===== src/rtl/muldiv_if.sv =====
// Issue/result handshake between the EX stage and the M-extension execute unit.
// The issuing pipeline is the master; the execute unit is the slave.
interface muldiv_if #(
  parameter int XLEN = 32
);
  logic            in_valid;
  logic            in_ready;
  logic [2:0]      op;
  logic [XLEN-1:0] op_a;
  logic [XLEN-1:0] op_b;
  logic            out_valid;
  logic            out_ready;
  logic [XLEN-1:0] res;
  logic            busy;

  modport master (
    output in_valid, op, op_a, op_b, out_ready,
    input  in_ready, out_valid, res, busy
  );

  modport slave (
    input  in_valid, op, op_a, op_b, out_ready,
    output in_ready, out_valid, res, busy
  );
endinterface


===== src/rtl/muldiv_unit.sv =====
// Multi-cycle RISC-V M-extension unit: pipelined multiplier plus a radix-2
// restoring divider, with a valid/ready handshake on both issue and result.
module muldiv_unit #(
  parameter int XLEN       = 32,
  parameter int MUL_STAGES = 2
) (
  input  logic     CLK,
  input  logic     nrst,
  input  logic     flush,
  muldiv_if.slave  bus
);

  localparam int CW   = $clog2((XLEN > MUL_STAGES) ? XLEN : MUL_STAGES) + 1;
  localparam int TAIL = (MUL_STAGES > 1) ? MUL_STAGES - 2 : 0;
  localparam logic [XLEN-1:0] MIN_INT = {1'b1, {(XLEN-1){1'b0}}};

  typedef enum logic [1:0] {S_IDLE, S_MUL, S_DIV, S_DONE} state_t;

  state_t          state;
  logic [2:0]      op_q;
  logic [XLEN-1:0] a_q;
  logic [XLEN-1:0] b_q;
  logic [XLEN-1:0] rem_q;
  logic [XLEN-1:0] res_q;
  logic            neg_q;
  logic            neg_r;
  logic            out_valid_q;
  logic [CW-1:0]   cnt;
  logic [2*XLEN-1:0] pipe [MUL_STAGES];

  // Issue-side decode, only consulted on the accept edge.
  logic            accept;
  logic            is_div_in;
  logic            a_neg_in;
  logic            b_neg_in;
  logic            div_zero;
  logic            div_ovf;
  logic            special;
  logic [XLEN-1:0] special_res;

  assign bus.in_ready  = (state == S_IDLE) & nrst;
  assign bus.busy      = (state != S_IDLE);
  assign bus.out_valid = out_valid_q;
  assign bus.res       = res_q;

  assign accept    = bus.in_valid & bus.in_ready;
  assign is_div_in = bus.op[2];
  assign a_neg_in  = ~bus.op[0] & bus.op_a[XLEN-1];
  assign b_neg_in  = ~bus.op[0] & bus.op_b[XLEN-1];
  assign div_zero  = (bus.op_b == '0);
  assign div_ovf   = ~bus.op[0] & (bus.op_a == MIN_INT) & (bus.op_b == '1);
  assign special   = is_div_in & (div_zero | div_ovf);
  // op[1] selects remainder; overflow quotient equals the dividend itself.
  assign special_res = bus.op[1] ? (div_zero ? bus.op_a : '0)
                                 : (div_zero ? '1 : bus.op_a);

  // Multiply: sign-extending to 2*XLEN gives the same low 2*XLEN product bits
  // as the XLEN+1-bit signed/unsigned extension.
  logic              a_sx;
  logic              b_sx;
  logic [2*XLEN-1:0] a_wide;
  logic [2*XLEN-1:0] b_wide;
  logic [2*XLEN-1:0] prod;
  logic [2*XLEN-1:0] mul_tail;
  logic [XLEN-1:0]   mul_res;

  assign a_sx     = ((op_q == 3'd1) | (op_q == 3'd2)) & a_q[XLEN-1];
  assign b_sx     = (op_q == 3'd1) & b_q[XLEN-1];
  assign a_wide   = {{XLEN{a_sx}}, a_q};
  assign b_wide   = {{XLEN{b_sx}}, b_q};
  assign prod     = a_wide * b_wide;
  assign mul_tail = (MUL_STAGES == 1) ? prod : pipe[TAIL];
  assign mul_res  = (op_q[1:0] == 2'd0) ? mul_tail[XLEN-1:0] : mul_tail[2*XLEN-1:XLEN];

  // Divide: a_q shifts the dividend out and the quotient in, one bit per cycle.
  logic [XLEN:0]   r_sh;
  logic [XLEN:0]   diff;
  logic            fits;
  logic [XLEN-1:0] q_fix;
  logic [XLEN-1:0] r_fix;
  logic [XLEN-1:0] div_res;

  assign r_sh    = {rem_q, a_q[XLEN-1]};
  assign diff    = r_sh - {1'b0, b_q};
  assign fits    = ~diff[XLEN];
  assign q_fix   = neg_q ? -a_q : a_q;
  assign r_fix   = neg_r ? -rem_q : rem_q;
  assign div_res = op_q[1] ? r_fix : q_fix;

  // NOTE: the product chain is pure datapath qualified by the FSM counter, so it
  // carries no reset; stale contents are never selected into res.
  always_ff @(posedge CLK) begin
    if (state == S_MUL) begin
      pipe[0] <= prod;
      for (int i = 1; i < MUL_STAGES; i++) pipe[i] <= pipe[i-1];
    end
  end

  // NOTE: all state below is updated with non-blocking assignments so every
  // right-hand side sees the pre-edge value, independent of statement order.
  always_ff @(posedge CLK) begin
    if (!nrst || flush) begin
      state       <= S_IDLE;
      out_valid_q <= 1'b0;
      res_q       <= '0;
      cnt         <= '0;
    end else begin
      unique case (state)
        S_IDLE: begin
          if (accept) begin
            op_q  <= bus.op;
            a_q   <= (is_div_in & a_neg_in) ? -bus.op_a : bus.op_a;
            b_q   <= (is_div_in & b_neg_in) ? -bus.op_b : bus.op_b;
            rem_q <= '0;
            neg_q <= a_neg_in ^ b_neg_in;
            neg_r <= a_neg_in;
            cnt   <= '0;
            if (!is_div_in) begin
              state <= S_MUL;
            end else if (special) begin
              res_q <= special_res;
              state <= S_DONE;
            end else begin
              state <= S_DIV;
            end
          end
        end
        S_MUL: begin
          if (cnt == CW'(MUL_STAGES - 1)) begin
            res_q       <= mul_res;
            out_valid_q <= 1'b1;
            cnt         <= '0;
            state       <= S_DONE;
          end else begin
            cnt <= cnt + CW'(1);
          end
        end
        S_DIV: begin
          if (cnt == CW'(XLEN)) begin
            res_q       <= div_res;
            out_valid_q <= 1'b1;
            cnt         <= '0;
            state       <= S_DONE;
          end else begin
            rem_q <= fits ? diff[XLEN-1:0] : r_sh[XLEN-1:0];
            a_q   <= {a_q[XLEN-2:0], fits};
            cnt   <= cnt + CW'(1);
          end
        end
        S_DONE: begin
          // Special divides enter DONE with out_valid low and raise it here.
          if (!out_valid_q) begin
            out_valid_q <= 1'b1;
          end else if (bus.out_ready) begin
            out_valid_q <= 1'b0;
            state       <= S_IDLE;
          end
        end
        default: state <= S_IDLE;
      endcase
    end
  end

endmodule


===== src/flat_wrapper.sv =====
// flat-port wrapper written by rule: the top's interface ports become plain ports
module muldiv_unit_flat 
#(
  parameter int XLEN       = 32,
  parameter int MUL_STAGES = 2
)
  (CLK, nrst, flush, bus_in_valid, bus_op, bus_op_a, bus_op_b, bus_out_ready, bus_in_ready, bus_out_valid, bus_res, bus_busy);
  muldiv_if #(.XLEN(XLEN)) bus_i ();
  input  logic CLK;
  input  logic nrst;
  input  logic flush;
  input wire logic [$bits(bus_i.in_valid)-1:0] bus_in_valid;
  input wire logic [$bits(bus_i.op)-1:0] bus_op;
  input wire logic [$bits(bus_i.op_a)-1:0] bus_op_a;
  input wire logic [$bits(bus_i.op_b)-1:0] bus_op_b;
  input wire logic [$bits(bus_i.out_ready)-1:0] bus_out_ready;
  output wire logic [$bits(bus_i.in_ready)-1:0] bus_in_ready;
  output wire logic [$bits(bus_i.out_valid)-1:0] bus_out_valid;
  output wire logic [$bits(bus_i.res)-1:0] bus_res;
  output wire logic [$bits(bus_i.busy)-1:0] bus_busy;
  assign bus_i.in_valid = bus_in_valid;
  assign bus_i.op = bus_op;
  assign bus_i.op_a = bus_op_a;
  assign bus_i.op_b = bus_op_b;
  assign bus_i.out_ready = bus_out_ready;
  assign bus_in_ready = bus_i.in_ready;
  assign bus_out_valid = bus_i.out_valid;
  assign bus_res = bus_i.res;
  assign bus_busy = bus_i.busy;
  muldiv_unit #(.XLEN(XLEN), .MUL_STAGES(MUL_STAGES)) u_core (.CLK(CLK), .nrst(nrst), .flush(flush), .bus(bus_i));
endmodule

===== config.mk =====
export PLATFORM = sky130hd
export DESIGN_NAME = muldiv_unit_flat
export DESIGN_NICKNAME = d
export VERILOG_FILES = /design/src/rtl/muldiv_if.sv /design/src/rtl/muldiv_unit.sv /design/src/flat_wrapper.sv
export SDC_FILE = /design/constraint.sdc
export NUM_CORES = 2
export LEC_CHECK = 0
export CAP_MARGIN = 20
export CORE_ASPECT_RATIO = 0.7
export CORE_UTILIZATION = 50
export DETAILED_ROUTE_END_ITERATION = 8
export GPL_ROUTABILITY_DRIVEN = 0
export PLACE_DENSITY = 0.64
export SETUP_SLACK_MARGIN = 0.1
export SYNTH_ARGS = -nofsm -noshare
export SYNTH_HDL_FRONTEND = slang
export SYNTH_SLANG_ARGS = --single-unit
export TNS_END_PERCENT = 1

===== constraint.sdc =====
create_clock -name CLK -period 11 [get_ports CLK]
set_input_delay 2.2 -clock CLK [delete_from_list [all_inputs] [get_ports CLK]]
set_output_delay 2.2 -clock CLK [all_outputs]
set_load 0.02 [all_outputs]

After elaboration in Yosys (flattened, before gate mapping)
Memories as Yosys holds them, arrays and structs flattened.
Cells that the tools add are included.
{ "classes": {"add_sub_neg": 6, "n_bitwise": 17, "mux": 41, "n_div": 0, "reduce_logical": 15, "order_cmp": 0, "n_shift": 0, "n_mul": 1, "eq_ne": 17} }
{ "ops": {"columns": ["operator", "count"], "rows": [
  ["2-to-1 mux 32 bit", 19],
  ["negation 32 bit", 4],
  ["one-hot mux 32 bit (2 select lines)", 2],
  ["one-hot mux 32 bit (3 select lines)", 1],
  ["equality test 32 bit (second input constant)", 2],
  ["multiplier 33 x 33 -> 64 bit", 1],
  ["subtractor 33 x 32 -> 33 bit", 1],
  ["zero test 32 bit", 1],
  ["2-to-1 mux 6 bit", 3],
  ["one-hot mux 6 bit (3 select lines)", 1],
  ["2-to-1 mux 2 bit", 6],
  ["bitwise AND 1 bit", 11],
  ["!= test 2 x 1 -> 1 bit (second input constant)", 4],
  ["!= test 2 bit (second input constant)", 4],
  ["one-hot mux 2 bit (4 select lines)", 1],
  ["2-to-1 mux 1 bit", 7],
  ["adder 6 x 1 -> 6 bit (second input constant)", 1],
  ["equality test 6 x 1 -> 1 bit (second input constant)", 1],
  ["equality test 6 bit (second input constant)", 1],
  ["AND reduction 3 bit", 2],
  ["AND reduction 6 bit", 1],
  ["nonzero test 3 bit", 2],
  ["AND reduction 5 bit", 1],
  ["equality test 2 bit (second input constant)", 2],
  ["other kinds (13)", 18]
]} }
{ "word_totals": {"latch_bits": 0, "register_bits": 142, "n_memories": 1, "mem_bits_rw": 128, "inputBits": 72, "rom_bits": 0} }
{ "memory_table": {"columns": ["memory", "depth", "width", "read_ports", "rd_clocked_by_memory_dff", "wr", "line", "text"], "rows": [
  ["u_core.pipe", 2, 64, 1, 0, 2, "muldiv_unit.sv:29", "logic [2*XLEN-1:0] pipe [MUL_STAGES];"]
]} }

Logic depth before layout (Yosys ltp)
{ "depth": {"depth_word": 9, "ltp_mapped": 32, "depth_no_buf": 29} }

Worst setup path before layout
No wires, ideal clock.
{ "synth_path": {"path_type": "register -> register", "start": "reg u_core.op_q[1]", "end": "mem u_core.pipe[0][63] (netlist name), data pin", "setup_ns": 0.266, "n_path_buf": 2, "slack_ns": 2.409, "required_time_ns": 10.734, "t_arrival_ns": 8.325, "stages_incl_launch_ff": 30, "period_less_slack_ns": 8.591, "path_cell_list": "edfxtp_1 -> clkbuf_1 -> xnor2_1 -> nor3_1 -> nand2_1 -> inv_1 -> fa_1 -> inv_1 -> fa_1 -> inv_1 -> fa_1 -> inv_1 -> fa_1 -> inv_1 -> fa_1 -> fa_1 -> fa_1 -> inv_1 -> fa_1 -> inv_1 -> ha_1 -> clkbuf_1 -> a21o_1 -> a21oi_1 -> nor2_1 -> a21oi_1 -> a31oi_1 -> a211oi_1 -> mux2i_1 -> nand4_1"} }
{ "synth_lines": {"columns": ["item", "line", "text"], "rows": [
  ["start, declared", "muldiv_unit.sv:20", "logic [2:0] op_q;"],
  ["start signal, assigned", "muldiv_unit.sv:111", "op_q <= bus.op;"],
  ["end, declared", "muldiv_unit.sv:29", null]
]} }

==> key figures <==
STA
  • Fin. max-slew vios: 0
  • Worst Tran Pin Value: 1.215 ns
  • Peak Freq: 104.3 MHz
  • Max Clock Skew: 0.01247 ns
  • Max-slew headroom: 0.1898
  • Final setup TNS: 0 ns
  • Period utilisation layout: 0.8718
  • Fin. Hold Viols: 0
  • Final Critical Period: 9.589 ns
  • # setup viols final: 0
  • RSZ-0062 raised after global routing: no

Synth
  • Post-synth top cells: 1232 x inv_1, 1126 x fa_1, 938 x nand2_1
  • Synth unique cells: 88
  • Synth area leader: fa_1
  • Ys Warns: 0
  • Seq/Total Area, Yosys: 0.1126
  • Most frequent cell after synthesis: inv_1
  • Synth top area share: 0.4395
  • Number of flops mapped to enable cells by yosys: 165
  • Mapped Area: 51290 sq um
  • Predominant post-synthesis flop cell: edfxtp_1
  • Synth Area per Inst: 9.099 sq um
  • Synthesized instance count: 5637
  • Post-synthesis net count: 7092
  • Post-synthesis sequential element count: 206
  • Post-synth ARST share: 0
  • Area contributors post-synth: fa_1 44%, edfxtp_1 9.7%, inv_1 9.0%

Outcome
  • Status: finished, final reports clean

Routing
  • Antenna-violating nets left: 0
  • DR WL/cell: 23.20 um
  • WL final: 160700 um
  • Vias: 39000
  • Drt drc: 0
  • First-pass DRT Iterations: 6
  • Initial DRC count: 3836
  • DR vias/cell: 5.633

GRT
  • Vias in the first global route: 39750
  • GRT Util Overall: 0.3195
  • Congestion Overflow GR: 0
  • First-pass GRT wire length: 249400 um
  • Pin count of the biggest net entering global routing: 82
  • Initial antenna violation count: 8

Worst setup path
  • CP Capture Type: flop
  • Crit Path Category: flop to flop
  • Critical Path RT: 11.28 ns
  • Worst EP arrival: 9.87 ns
  • Most common cell on crit path: fa_1
  • Slowest cell on the critical path: fa_1
  • Max incr delay on CP: 0.87 ns
  • Startpoint Class: flop
  • Setup slack, reg-to-reg: 1.41 ns
  • CP max FO: 10
  • Crit Reg-Reg Endpoint: u_core.pipe[0][63]
  • R2r startpoint: u_core.op_q[0]
  • FF-to-FF path depth: 28

CTS
  • Clock Pin Slew Worst Setup and Hold Paths: 0.06 ns
  • Total CTS buffers: 24
  • Post-CTS resize count: 0
  • Later-pin clock latency in the skew report: 0.54 ns
  • H-tree depth: 1
  • CTS sink cnt: 206
  • Post-CTS setup buffers: 0
  • CTS root buffer: clkbuf_16
  • CTS Buffer Depth: 3
  • CTS tree: yes
  • Post-CTS Hold Fix Bufs: 0

Hold path
  • Worst Hold End: u_core.bus.res[12]
  • Class of the worst hold path: flop to flop
  • Hold_sp: u_core.bus.res[12]
  • Worst hold stages: 2

Cells and area
  • Multi-input logic area: 39680 sq um
  • Share of layout cells above drive strength 1: 0.03832
  • Register Area: 5776 sq um
  • # nets final: 7022
  • Fill count: 9230
  • P&R area growth vs syn: 6.443%

Floorplan
  • Die area: 103900 sq um
  • Die Span Y: 270.0 um
  • Initial Util: 0.5086
  • FP Rows: 97
  • Core ar.: 100900 sq um
  • I/O Pins: 107
  • Die Wd: 384.8 um

Place
  • IO Port Bufs: 106
  • DP HPWL: 133000 um

Flow run
  • Max-cap violation count: 0
==> per-stage QoR <==
stage               hold slack (ns)  std cells    util  instance area (sq um)  setup WS, ns
floorplan                    0.4659       5637       -                  51290         2.409
global placement             0.4383       6871  0.5324                  53700         1.355
detailed placement           0.4481       6875  0.5333                  53790         1.526
CTS                          0.4569       6919  0.5407                  54530         1.483
global route                 0.4744       6921  0.5412                  54590        0.9441
finish                       0.4542       6924  0.5413                  54590         1.411
==> cell usage in the layout (no fill, tap or decap), drive strengths merged, types with 11 or more instances in the layout <==
cell           count
buf              124
o41ai             19
a31oi             11
o21a              16
or4               16
or3               19
nand4             29
dfxtp             41
a21o              37
nand3             35
o31ai             34
and2             249
nor3              46
maj3              29
o21ai            122
edfxtp           165
nor4              26
or2               13
xnor2            148
o211ai            79
clkdlybuf4s50    106
xor2              74
a21oi            155
inv             1234
mux2i             61
clkbuf            30
a211oi            18
nor2b             41
ha               257
nand2            938
fa              1126
o21bai            15
nor2             173
==> kinds of logic after synthesis <==
kind of cell | synth area share
flip-flops | 0.1126
AO/OA/AOI/OAI | 0.07048
XOR/XNOR | 0.03791
adder cells (fa/ha/maj) | 0.5078
multiplexers | 0.01278
buffers and inverters | 0.1149
AND/OR/NAND/NOR | 0.1435
==> how the worst max path moves through the flow <==
stage,cells after the start,to,startpoint
2_1_floorplan,29,u_core.pipe[0][63],u_core.op_q[1]
4_1_cts,29,u_core.pipe[0][63],u_core.op_q[0]
3_3_place_gp,24,u_core.pipe[0][63],u_core.a_q[9]
5_1_grt,27,u_core.pipe[0][61],u_core.op_q[0]
6_report,28,u_core.pipe[0][63],u_core.op_q[0]
3_5_place_dp,29,u_core.pipe[0][63],u_core.op_q[0]
==> layout make-up <==
type / instances / area share
multi-input cells: 3872 / 0.7268
flip-flops and latches: 206 / 0.1058
inverters: 1233 / 0.08477
repair buffers: 230 / 0.03832
well taps: 1336 / 0.03062
clock buffers: 30 / 0.01217
clock inverters: 14 / 0.001421
diodes: 3 / 0.0001375
==> metal layers <==
layer | GRT usage | wire [um] | vias to the layer above
met5 | 0 | 13 | -
met4 | 0.06151 | 3490 | 2
met3 | 0.1136 | 23500 | 179
met2 | 0.4210 | 62270 | 2181
met1 | 0.4989 | 71380 | 19761
li1 | - | - | 16877
==> state kept, by name, indices dropped and copies added, names as in the netlist <==
name / cells
u_core.neg_r: 1
u_core.a_q: 32
u_core.bus.res: 32
u_core.bus.out_valid: 1
u_core.rem_q: 32
u_core.cnt: 6
u_core.state: 2
u_core.b_q: 32
u_core.pipe: 64
u_core.neg_q: 1
u_core.op_q: 3
==> worst max-delay path: cells and delay by family (launching register included) <==
| family | cells | cell delay (ns) |
|---|---|---|
| AO/OA/AOI/OAI | 3 | 0.94 |
| XOR/XNOR | 1 | 0.18 |
| adder cells (fa/ha/maj) | 9 | 5.17 |
| buffers and inverters | 9 | 1.54 |
| flip-flops | 1 | 0.52 |
| multiplexers | 1 | 0.19 |
| AND/OR/NAND/NOR | 5 | 0.74 |
Power is left out: the tool's default activity adds up to more than one toggle a clock period on the data nets, which glitch-free logic cannot reach.
